--- config.mk ---
export PLATFORM = sky130hd
export DESIGN_NAME = dmem_arbiter
export DESIGN_NICKNAME = d
export VERILOG_FILES = /design/src/rtl/dmem_arbiter.sv
export SDC_FILE = /design/constraint.sdc
export NUM_CORES = 1
export LEC_CHECK = 0
export ABC_AREA = 1
export CAP_MARGIN = 10
export CORE_AREA = 2 2 92 94
export DETAILED_ROUTE_END_ITERATION = 8
export DIE_AREA = 0 0 94 96
export DONT_BUFFER_PORTS = 1
export SYNTH_ARGS = -nofsm -noshare
export SYNTH_HDL_FRONTEND = slang
export SYNTH_SLANG_ARGS = --single-unit
--- constraint.sdc ---
create_clock -name clock -period 5.65 [get_ports clock]
set_clock_uncertainty 0.1 [all_clocks]
set_input_delay 0.2825 -clock clock [delete_from_list [all_inputs] [get_ports clock]]
set_output_delay 0.2825 -clock clock [all_outputs]
set_load 0.1 [all_outputs]
--- src/rtl/dmem_arbiter.sv ---
// dmem_arbiter: shares one single-port synchronous data RAM between the pipeline
// port (P) and the host port (H). Round-robin priority between the two, plus a
// host lock mode whose length is bounded by how long P has been kept waiting.
module dmem_arbiter #(
    parameter int ADDR_WIDTH = 10,
    parameter int DATA_WIDTH = 32,
    parameter int DEPTH      = 1024,
    parameter int LOCK_MAX   = 16
) (
    input  logic                  clock,
    input  logic                  reset_n,
    input  logic                  p_req,
    input  logic                  p_we,
    input  logic [ADDR_WIDTH-1:0] p_addr,
    input  logic [DATA_WIDTH-1:0] p_wdata,
    output logic                  p_gnt,
    output logic                  p_rvalid,
    output logic                  p_err,
    output logic [DATA_WIDTH-1:0] p_rdata,
    input  logic                  h_req,
    input  logic                  h_we,
    input  logic                  h_lock,
    input  logic [ADDR_WIDTH-1:0] h_addr,
    input  logic [DATA_WIDTH-1:0] h_wdata,
    output logic                  h_gnt,
    output logic                  h_rvalid,
    output logic                  h_err,
    output logic [DATA_WIDTH-1:0] h_rdata,
    output logic                  mem_en,
    output logic                  mem_we,
    output logic [ADDR_WIDTH-1:0] mem_addr,
    output logic [DATA_WIDTH-1:0] mem_wdata,
    input  logic [DATA_WIDTH-1:0] mem_rdata,
    output logic [1:0]            owner
);

    typedef enum logic [1:0] {
        RR_P   = 2'd0,
        RR_H   = 2'd1,
        LOCK_H = 2'd2
    } state_t;

    localparam logic [7:0] LOCK_LIM = 8'(LOCK_MAX);

    // Saturating increment of the P-waiting counter.
    function automatic logic [7:0] sat_inc(input logic [7:0] v);
        return (v >= LOCK_LIM) ? LOCK_LIM : v + 8'd1;
    endfunction

    // Address lies inside the populated part of the RAM.
    function automatic logic in_range(input logic [ADDR_WIDTH-1:0] a);
        return (32'(a) < DEPTH);
    endfunction

    state_t      state, state_nxt;
    logic [7:0]  lock_cnt, lock_cnt_nxt, lock_cnt_inc;
    logic        relock_blk, relock_blk_nxt;

    // Grant stage: decision before reset gating, and address range checks.
    logic        p_gnt_p0, h_gnt_p0;
    logic        p_ok_p0, h_ok_p0;

    // Return stage: registered read owner tag and error pulses.
    logic        rd_vld_p1, rd_tag_p1;
    logic        p_err_p1, h_err_p1;

    assign p_ok_p0      = in_range(p_addr);
    assign h_ok_p0      = in_range(h_addr);
    assign lock_cnt_inc = p_req ? sat_inc(lock_cnt) : lock_cnt;

    // Grant decision and next-state logic for the arbitration FSM.
    always_comb begin
        state_nxt      = state;
        lock_cnt_nxt   = lock_cnt;
        relock_blk_nxt = relock_blk;
        p_gnt_p0       = 1'b0;
        h_gnt_p0       = 1'b0;
        // A forced unlock stays in effect until the host lets go of h_lock.
        if (!h_lock) begin
            relock_blk_nxt = 1'b0;
        end
        case (state)
            RR_P: begin
                if (p_req) begin
                    p_gnt_p0 = 1'b1;
                end else if (h_req) begin
                    h_gnt_p0 = 1'b1;
                end
            end
            RR_H: begin
                if (h_req) begin
                    h_gnt_p0 = 1'b1;
                end else if (p_req) begin
                    p_gnt_p0 = 1'b1;
                end
            end
            LOCK_H: begin
                h_gnt_p0 = h_req;
            end
            default: begin
                state_nxt = RR_P;
            end
        endcase
        if (state == RR_P || state == RR_H) begin
            if (p_gnt_p0) begin
                state_nxt = RR_H;
            end else if (h_gnt_p0) begin
                if (h_lock && !relock_blk) begin
                    state_nxt    = LOCK_H;
                    lock_cnt_nxt = 8'd0;
                end else begin
                    state_nxt = RR_P;
                end
            end
        end else if (state == LOCK_H) begin
            lock_cnt_nxt = lock_cnt_inc;
            if (lock_cnt_inc == LOCK_LIM) begin
                state_nxt      = RR_P;
                relock_blk_nxt = h_lock;
            end else if (!h_lock) begin
                state_nxt = RR_P;
            end
        end
    end

    // Arbitration state, lock counter and relock block.
    always_ff @(posedge clock or negedge reset_n) begin
        if (!reset_n) begin
            state      <= RR_P;
            lock_cnt   <= 8'd0;
            relock_blk <= 1'b0;
        end else begin
            state      <= state_nxt;
            lock_cnt   <= lock_cnt_nxt;
            relock_blk <= relock_blk_nxt;
        end
    end

    assign p_gnt = p_gnt_p0 & reset_n;
    assign h_gnt = h_gnt_p0 & reset_n;
    assign owner = state;

    // RAM drive muxed from the granted port; idle bus is all zeros.
    always_comb begin
        mem_en    = 1'b0;
        mem_we    = 1'b0;
        mem_addr  = '0;
        mem_wdata = '0;
        if (p_gnt) begin
            mem_en    = p_ok_p0;
            mem_we    = p_we;
            mem_addr  = p_addr;
            mem_wdata = p_wdata;
        end else if (h_gnt) begin
            mem_en    = h_ok_p0;
            mem_we    = h_we;
            mem_addr  = h_addr;
            mem_wdata = h_wdata;
        end
    end

    // Grant -> return boundary: remember who owns the read data and who erred.
    always_ff @(posedge clock or negedge reset_n) begin
        if (!reset_n) begin
            rd_vld_p1 <= 1'b0;
            rd_tag_p1 <= 1'b0;
            p_err_p1  <= 1'b0;
            h_err_p1  <= 1'b0;
        end else begin
            rd_vld_p1 <= (p_gnt & ~p_we & p_ok_p0) | (h_gnt & ~h_we & h_ok_p0);
            rd_tag_p1 <= h_gnt;
            p_err_p1  <= p_gnt & ~p_ok_p0;
            h_err_p1  <= h_gnt & ~h_ok_p0;
        end
    end

    assign p_rvalid = rd_vld_p1 & ~rd_tag_p1;
    assign h_rvalid = rd_vld_p1 & rd_tag_p1;
    assign p_err    = p_err_p1;
    assign h_err    = h_err_p1;
    assign p_rdata  = p_rvalid ? mem_rdata : '0;
    assign h_rdata  = h_rvalid ? mem_rdata : '0;

endmodule

---- Word level (Yosys, flattened, before mapping) ----
Cells that the tools add are included.
word-level totals
  flip-flop bits (word level) ............. 13
  input port bits ......................... 123
  output and inout bits ................... 116
  word-level logic and storage cells ...... 65
cells by class
  add/subtract/negate cells ............... 1
  order comparisons ....................... 1
  eq/ne operators ......................... 6
  mux-type cells .......................... 35
  bitwise operators ....................... 10
  reduce and logical (&&, ||, !) cells .... 7
operator list
  kind                                                                      number
  32-bit 2-to-1 mux                                                         4
  8-bit 2-to-1 mux                                                          7
  10-bit 2-to-1 mux                                                         2
  2-bit 2-to-1 mux                                                          8
  1-bit 2-to-1 mux                                                          12
  8-bit by 1-bit adder with 8-bit output (second input constant)            1
  8-bit by 5-bit equality test with 1-bit output (second input constant)    1
  8-bit by 5-bit >= comparator with 1-bit output (second input constant)    1
  1-bit bitwise AND                                                         6
  2-bit inequality test (second input constant)                             2
  4-bit AND reduction                                                       1
  1-bit inverter                                                            3
  1-bit one-hot mux with 3 select lines                                     1
  3-bit OR reduction                                                        1
  2-bit by 1-bit equality test with 1-bit output (second input constant)    1
  2-bit equality test (second input constant)                               1
  2-bit zero test                                                           1
  2-bit by 1-bit inequality test with 1-bit output (second input constant)  1
  1-bit one-hot mux with 2 select lines                                     1
  2-bit nonzero test                                                        1
  1-bit logical AND                                                         1
  1-bit zero test                                                           1
  1-bit logical OR                                                          1
  1-bit OR                                                                  1

---- Longest topological paths before layout ----
Gate-level depths: netlist (run 1).
  depth in word-level cells ............... 7
  mapped depth ............................ 10
  mapped depth without buffers ............ 10

---- Worst setup path before layout (run 1) ----
OpenSTA, ideal clock, no wires.
  kind .................................... register to output
  from .................................... register rd_tag_p1
  to ...................................... output port p_rdata[10]
  arrival ................................. 3470 ps
  required time ........................... 5268 ps
  path slack .............................. 1797 ps
  cell stages (with the launch flop) ...... 5
  buffers on the path ..................... 1
  path through ............................ dfrtp_1 nor2_1 inv_1 clkbuf_1 nor2_1
on the way
  word-level cells in the longest chain between the ends .. 3
RTL lines
  what                    RTL line  source
  from (decl)             64        logic rd_vld_p1, rd_tag_p1;
  from (signal assigned)  171       rd_tag_p1 <= h_gnt;
  1-bit inverter          177       assign p_rvalid = rd_vld_p1 & ~rd_tag_p1;
  1-bit bitwise AND       177
  via p_rvalid            17        output logic p_rvalid,
  32-bit 2-to-1 mux       181       assign p_rdata = p_rvalid ? mem_rdata : '0;
  to (decl)               19        output logic [DATA_WIDTH-1:0] p_rdata,
The timed path passes the listed nets, and every way through them passes these cells.

---- Worst setup path after layout (run 1) ----
  from .................................... register state[0] (netlist: owner[0])
  to ...................................... output port mem_wdata[13]
on the way
  elaborated cells on any way between the ends .. 9
  classes of those cells .................. eq/ne (2); mux (4); bitwise (2); reduce/logical (1)
RTL lines
  what                                                                                      RTL line  source
  from (decl)                                                                               55        state_t state, state_nxt;
  from (signal assigned)                                                                    133       state <= state_nxt;
  2-bit by 1-bit equality test with 1-bit output / 2-bit zero test (equally long branches)  82        case (state)
  1-bit one-hot mux with 2 select lines (*)                                                 82
  1-bit bitwise AND (*)                                                                     139       assign p_gnt = p_gnt_p0 & reset_n;
  via p_gnt                                                                                 16        output logic p_gnt,
  32-bit 2-to-1 mux (*)                                                                     149       if (p_gnt) begin
  to (decl)                                                                                 32        output logic [DATA_WIDTH-1:0] mem_wdata,
Mark *: on every way through the listed nets, which the timed path passes. The rest lies on a longest branch.

==> impl_metrics.toml, run 1 <==
[run_status]
status = "finished, final reports clean"

[power]
vdd_drop_max_mv = 0.352
leakagePower_uw = 0.00116
power.density_mw_per_mm2 = 786

[route]
ant_nets = 0
firstDrtPassIters = 6
first_iter_violations = 79
vias = 2203
routedWlPerCell_um = 14.0
routed_via_density = 4.83
routed_wl_um = 6390
drc = 0

[cells_and_area]
area_delta_synth_final_pct = 14.7
final_util_pct = 26.9
layout-drive-gt1-share_pct = 23.9
insertedDiodeCount = 0
nets = 482

[sta]
tightest_slew_ns = 1.18
tns_ns = 0
rsz0062_at_grt = "no"
max_freq_mhz = 229
fin_hold_ws_ns = 0.0505
finalHoldViolCount = 0
setup_viol = 0
min_period_ns = 4.36
maxSlewHeadroom_pct = 20.8
min_period_over_period_pct = 77.2
drv_slew = 0

[synthesis]
synth_area_mm2 = 0.00189
synth_edf_count = 0
synth.cells.most_frequent = "nand2_1, nor2_1, inv_1"
ys_warn_count = 0
avgSynthCellArea_um2 = 5.21
async_flop_share_pct = 100
yosys.area.top_type = "nand2_1"
ys_ff_latch = 13
netlist.area_leader.share_pct = 23.0
synthFlopType = "dfrtp_1"
ys_types = 25
post-synth-top-count-cell = "nand2_1"
syn_inst = 363
synth.area.top_cells = "nand2_1, dfrtp_1, nor2_1"
ys_seq_area_share_pct = 17.2

[worst_setup_path]
arrival_ns = 3.98
r2r_cells = 7
r2r_setup_slack_ns = 2.22
critPathKind = "register to primary output"
critPathSlowestCell = "nor2_8"
cp_top_family = "simple AND/OR/NAND/NOR gates"
r2r_end = "lock_cnt[5]"
crit_path_cell_trace = "inv_1, ha_1, nor2_4, inv_2, o211ai_4, nor2_8, nand2_1, nand2_1"
critPathCaptureType = "primary output"
cp_max_fo = 46
path_buf_inv = 2
cp_common_cell = "nand2_1"
required_ns = 5.27
crit_path_start_kind = "register"
max_stage_delay_ns = 0.84
timing.rr.start = "owner[0]"

[cts]
insertion_delay_ns = 0.26
clock-sinks = 13
cts_buffers = 3
hold_buffers = 1
post_cts_buffers = 0
htree_levels = 1
cts.clk_slew.worst_paths_ns = 0.06
cts_resized = 0
root_buffer = "clkbuf_8"
clock_path_buffers = 2
cts_tree = "built"

[min_path]
worstHoldEndpoint = "relock_blk"
hold_depth = 2
min_path_type = "input port to register"
min_from = "h_lock"

[place]
port_buffers = 0
gp_congestion = 0.831
dp_hpwl_um = 5310

[floorplanning]
core_mm2 = 0.00805
die_x_um = 94
pin_count = 239
start_util_pct = 23.5
fp.dieH_um = 96
dieArea_mm2 = 0.00902
placementRows = 33

[grt]
antenna_found_initial = 0
grt.total_usage_pct = 12.3
grt_max_degree = 47
grt_overflow = 0
grt_pass1_wl_um = 8640
grt_pass1_vias = 1742

[job]
cap_viol_max_count = 0
-- sequential cells by signal, summed over array words and instances, names as in the netlist --
| name | flops |
|---|---|
| rd_tag_p1 | 1 |
| lock_cnt | 8 |
| owner | 2 |
| relock_blk | 1 |
| rd_vld_p1 | 1 |
-- cell type report --
type,count,area [um2]
Sequential cell,13,325
Timing Repair Buffer,4,32.5
Tap cell,105,131
Inverter,55,206
Multi-Input combinational cell,275,1430
Fill cell,901,5880
Clock buffer,4,45.0
-- worst max path at each step --
stage	startpoint	to	slack [ns]	cells past startpoint
after floorplan	rd_tag_p1	p_rdata[10]	1.80	4
after global placement	owner[0]	mem_wdata[13]	1.61	7
after detailed placement	owner[0]	mem_wdata[13]	1.52	8
after CTS	owner[0]	mem_wdata[13]	1.24	8
after global routing	owner[0]	mem_wdata[13]	1.06	8
final	owner[0]	mem_wdata[13]	1.29	8
-- kinds of logic after synthesis --
kind of cell	Yosys count	share of synthesized area, %
AO/OA/AOI/OAI	15	6.28
other	1	0.198
adder cells (fa/ha/maj)	7	4.63
buffers and inverters	76	16.4
flip-flops	13	17.2
AND/OR/NAND/NOR	251	55.3
-- metal layers --
metal  global-route usage (%)  routed length [um]  vias up
met5                        0                   0        -
met4                     3.99                  77        0
met3                     1.33                 515        4
met2                     24.8                3460      148
met1                     13.2                2340      986
li1                         -                   -     1065
-- per-stage QoR --
| step | area [um2] | std cells | setup WS, ns | total power, uW |
|---|---|---|---|---|
| after CTS | 2170 | 456 | 1.24 | 1710 |
| after global placement | 2110 | 451 | 1.61 | 1610 |
| after detailed placement | 2110 | 451 | 1.52 | 1620 |
| final | 2170 | 456 | 1.29 | 1710 |
| after global routing | 2170 | 456 | 1.06 | 1780 |
| after floorplan | 1900 | 364 | 1.80 | 1510 |
-- placed cells by master (no fill, tap or decap), types with 4 or more instances in the layout --
cell type | netlist | routed
o22ai_1 | 4 | 4
nor2_1 | 81 | 16
dfrtp_1 | 13 | 13
inv_1 | 52 | 52
ha_1 | 7 | 7
nand3_1 | 47 | 47
nand2_1 | 116 | 115
nor2_2 | 0 | 65
-- report_power, final --
part | total, uW | switching (uW) | internal [uW]
registers | 199 | 80.1 | 119
logic | 1420 | 1280 | 139
clock network | 86.9 | 36.9 | 49.9
Power figures use the tool's default switching activity.
==> run 2: changes to the inputs <==
==> constraint.sdc (replaced) <==
create_clock -name clock -period 4.1 [get_ports clock]
set_clock_uncertainty 0.1 [all_clocks]
set_input_delay 0.205 -clock clock [delete_from_list [all_inputs] [get_ports clock]]
set_output_delay 0.205 -clock clock [all_outputs]
set_load 0.1 [all_outputs]
==> impl_metrics.toml, run 2 (synthesis results as in run 1) <==
[job]
cap_viol_max_count = 0

[floorplanning]
start_util_pct = 23.5
placementRows = 33
dieArea_mm2 = 0.00902
die_x_um = 94
fp.dieH_um = 96
core_mm2 = 0.00805
pin_count = 239

[cts]
cts_resized = 0
clock-sinks = 13
cts_buffers = 3
clock_path_buffers = 2
insertion_delay_ns = 0.24
post_cts_buffers = 0
htree_levels = 1
cts_tree = "built"
cts.clk_slew.worst_paths_ns = 0.06
root_buffer = "clkbuf_8"

[worst_setup_path]
critPathKind = "register to primary output"
critPathCaptureType = "primary output"
r2r_setup_slack_ns = 0.96
crit_path_start_kind = "register"
cp_max_fo = 46
arrival_ns = 2.98
required_ns = 3.80

[cells_and_area]
insertedDiodeCount = 0
layout-drive-gt1-share_pct = 37.6
final_common_cell = "nand2_1"
final_cell_mix = "nand2_1, buf_4, nor2_2"
area_delta_synth_final_pct = 48.3
regMostFlops = "lock_cnt"
n_fill_cell = 859
nets = 564
largest_reg_flops = 8

[grt]
antenna_found_initial = 0
grtUsageMet2_pct = 25.2
grt_overflow = 0
grt_pass1_vias = 2088
grt_max_degree = 47
grt_use_met1_pct = 15.0
grt.total_usage_pct = 12.9
use_met3_pct = 0.940
grt.busiest_layer = "met2"
grt_pass1_wl_um = 9450

[route]
first_iter_violations = 128
firstDrtPassIters = 4
drc = 0
vias = 2452
routed_wl_um = 6840
routedWlPerCell_um = 12.7
routed_via_density = 4.56
ant_nets = 0

[power]
internal_power_uw = 645
power.switching_uw = 1960
clkPwrFrac_pct = 4.4
power.density_mw_per_mm2 = 930
leakagePower_uw = 0.00160
comb_power_share_pct = 88.3
vdd_drop_max_mv = 0.446
swShare_pct = 75.3
pwr-share-seq_pct = 7.3

[run_status]
status = "finished, final reports clean"

[sta]
fin_hold_ws_ns = 0.0786
min_period_ns = 3.28
drv_slew = 0
tightest_slew_ns = 1.12
maxSlewHeadroom_pct = 25.6
tns_ns = 0
finalHoldViolCount = 0
max_freq_mhz = 305
rsz0062_at_grt = "no"
setup_viol = 0
min_period_over_period_pct = 80.0

[place]
dp_hpwl_um = 5730
port_buffers = 0
gp_congestion = 0.838

[min_path]
min_path_type = "input port to register"
run 2: cell count changes in the layout (fill, tap and decap cells not counted):
cell           previous run  this run
buf_12                    0         1
buf_4                     3        81
dlygate4sd3_1             1         4
run 2: layout make-up:
class / instances / area [um2] / area share, %
flip-flops and latches: 13 / 325 / 11.6
clock buffers: 4 / 45.0 / 1.61
well taps: 105 / 131 / 4.68
repair buffers: 86 / 668 / 23.8
inverters: 55 / 206 / 7.36
multi-input cells: 275 / 1430 / 50.9
run 2: stage by stage:
stage               cell area (um2)  util [%]  total power (uW)  setup WS (ns)  cells
floorplan                      1900         -              2090          0.325    364
global route                   2810      34.8              2730          0.596    538
detailed placement             2720      33.8              2490           1.04    530
finish                         2810      34.8              2610          0.819    538
CTS                            2810      34.8              2620          0.769    538
global placement               2720      33.8              2470           1.11    530
run 2: critical path: stages (launching register included):
cell and delay (ns):
dfrtp_1 0.35, buf_4 0.24, inv_1 0.15, ha_1 0.29, nor2_4 0.07, inv_2 0.13, o211ai_4 0.12, nor2_8 0.67
nand2_1 0.26, nand2_1 0.14, buf_4 0.29
run 2: repair_timing:
| action | CTS | global route |
|---|---|---|
| hold endpoints to repair | 15 | 0 |
| hold buffers | 4 | 0 |
| setup endpoints to repair | 0 | 0 |
run 2: metal layers:
| layer | routed length, um | share of wire [%] |
|---|---|---|
| met5 | 0 | 0 |
| met4 | 97 | 1.4 |
| met3 | 515 | 7.5 |
| met2 | 3620 | 53 |
| met1 | 2600 | 38 |
run 2: worst paths after layout:
kind | start | end | cells past startpoint
min reg2reg | lock_cnt[6] | lock_cnt[6] | 2
min | p_req | lock_cnt[5] | 2
max reg2reg | owner[0] | rd_vld_p1 | 10
min in group asynchronous | reset_n | owner[0] | 1
max in group asynchronous | reset_n | lock_cnt[2] | 1
max | owner[0] | mem_wdata[13] | 10
run 2: power by group through the flow:
| stage | logic (uW) | clock network, uW | registers [uW] |
|---|---|---|---|
| floorplan | 1820 | 0 | 267 |
| global placement | 2280 | 0 | 192 |
| detailed placement | 2300 | 0 | 194 |
| CTS | 2310 | 119 | 191 |
| global route | 2410 | 123 | 196 |
| finish | 2300 | 114 | 191 |
==> run 3: changes to the inputs <==
==> constraint.sdc (replaced) <==
create_clock -name clock -period 2.8 [get_ports clock]
set_clock_uncertainty 0.1 [all_clocks]
set_input_delay 0.14 -clock clock [delete_from_list [all_inputs] [get_ports clock]]
set_output_delay 0.14 -clock clock [all_outputs]
set_load 0.1 [all_outputs]
==> impl_metrics.toml, run 3 (synthesis results as in run 1) <==
[run_status]
status = "finished, final reports clean"

[worst_setup_path]
path_buf_inv = 4
critPathCaptureType = "register"
r2r_end = "rd_vld_p1"
r2r_cells = 9
crit_path_cell_trace = "buf_4, ha_1, nor2_1, o21ai_2, nor2_4, buf_6, inv_1, o22ai_1, dlygate4sd3_1"
cp_top_family = "buffers and inverters"
arrival_ns = 2.71
crit_path_start_kind = "register"
max_stage_delay_ns = 0.60
r2r_setup_slack_ns = 0.18
critPathKind = "register to register"
timing.rr.start = "owner[0]"
cp_max_fo = 36
critPathSlowestCell = "dlygate4sd3_1"
required_ns = 2.88

[route]
vias = 2746
routed_wl_um = 8310
first_iter_violations = 82
firstDrtPassIters = 4
drc = 0
routed_via_density = 4.77
ant_nets = 0
routedWlPerCell_um = 14.4

[cts]
htree_levels = 1
insertion_delay_ns = 0.25
post_cts_buffers = 0
cts_tree = "built"
root_buffer = "clkbuf_8"
cts.clk_slew.worst_paths_ns = 0.06
clock-sinks = 13
clock_path_buffers = 2
cts_buffers = 3

[cells_and_area]
nets = 602
design_area_mm2 = 0.00414
insertedDiodeCount = 0
largest_reg_flops = 8
area_delta_synth_final_pct = 119
layout-drive-gt1-share_pct = 51.4
regMostFlops = "lock_cnt"
final_cell_mix = "nand2_1, buf_12, nor2_2"

[floorplanning]
die_x_um = 94
start_util_pct = 23.5
core_mm2 = 0.00805
fp.dieH_um = 96
placementRows = 33
pin_count = 239
dieArea_mm2 = 0.00902

[sta]
min_period_ns = 2.62
tightest_slew_ns = 0.954
rsz0062_at_grt = "no"
fin_hold_ws_ns = 0.0567
setup_slack_ns = 0.176
finalHoldViolCount = 0
tns_ns = 0
drv_slew = 0
maxSlewHeadroom_pct = 36.2
min_period_over_period_pct = 93.7
max_freq_mhz = 381
setup_viol = 0

[place]
place_area_mm2 = 0.00403
dp_hpwl_um = 6940
gp_congestion = 0.901
pre_cts_slack_ns = 0.434
port_buffers = 0

[min_path]
min_path_type = "input port to register"
worstHoldEndpoint = "lock_cnt[3]"
min_from = "p_req"
hold_depth = 3

[power]
pwr-share-seq_pct = 6.2
internal_power_uw = 1580
swShare_pct = 66.2
vdd_drop_max_mv = 0.835
power.density_mw_per_mm2 = 1130
comb_power_share_pct = 90.1
leakagePower_uw = 0.00201
power.switching_uw = 3090
clkPwrFrac_pct = 3.7

[job]
cap_viol_max_count = 0

[grt]
antenna_found_initial = 0
grt_max_degree = 47
grt_overflow = 0
grt_pass1_vias = 2482
grt_pass1_wl_um = 11600
grt.total_usage_pct = 15.9
-- run 3: changes by cell type in the layout (fill, tap and decap cells not counted), sizes merged --
| cell | change |
|---|---|
| dlygate4sd3 | +1 |
| nor2 | +1 |
| buf | +36 |
-- run 3: cell type report --
cell class	count	area, um2
clock buffer	4	45.0
fill	721	3910
inverter	55	206
multi-input combinational	276	1540
sequential	13	328
tap	105	131
timing repair buffer	123	1890
-- run 3: power groups by stage --
stage | logic (uW) | registers, uW | clock network (uW)
6_report | 4210 | 290 | 172
5_1_grt | 4360 | 301 | 184
4_1_cts | 4190 | 290 | 174
3_5_place_dp | 4180 | 293 | 0
3_3_place_gp | 4120 | 289 | 0
2_1_floorplan | 2760 | 395 | 0
-- run 3: through the flow --
step	utilization (%)	total power (uW)	cells
6_report	51.4	4670	576
5_1_grt	51.4	4850	576
4_1_cts	51.2	4660	575
3_5_place_dp	50.0	4470	566
3_3_place_gp	50.0	4410	566
2_1_floorplan	-	3160	364
-- run 3: how the worst max path moves through the flow --
stage,startpoint,end,slack [ns],cells after the start
after floorplan,rd_tag_p1,p_rdata[10],-0.07,4
after global placement,owner[0],mem_wdata[23],0.53,9
after detailed placement,owner[0],mem_wdata[23],0.43,9
after CTS,owner[0],rd_vld_p1,0.09,9
after global routing,owner[0],rd_vld_p1,0.04,9
final,owner[0],rd_vld_p1,0.18,9
-- run 3: what timing repair did --
action / in CTS / in global routing
gates resized for setup: 0 / 2
hold endpoints to repair: 16 / 0
setup endpoints to repair: 0 / 3
hold buffers: 5 / 0
-- run 3: tightest hold or removal path: stages --
cell and delay [ns]:
nand2_1 0.05, nand2_1 0.08, o32ai_1 0.08
-- run 3: layer usage --
layer	GRT usage (%)	up-vias	share of wire [%]	wire, um
met5	0	-	0	0
met3	4.07	19	9.5	786
met1	18.0	1255	36	2960
met4	5.56	0	2.6	214
met2	28.9	166	52	4360
li1	-	1306	-	-
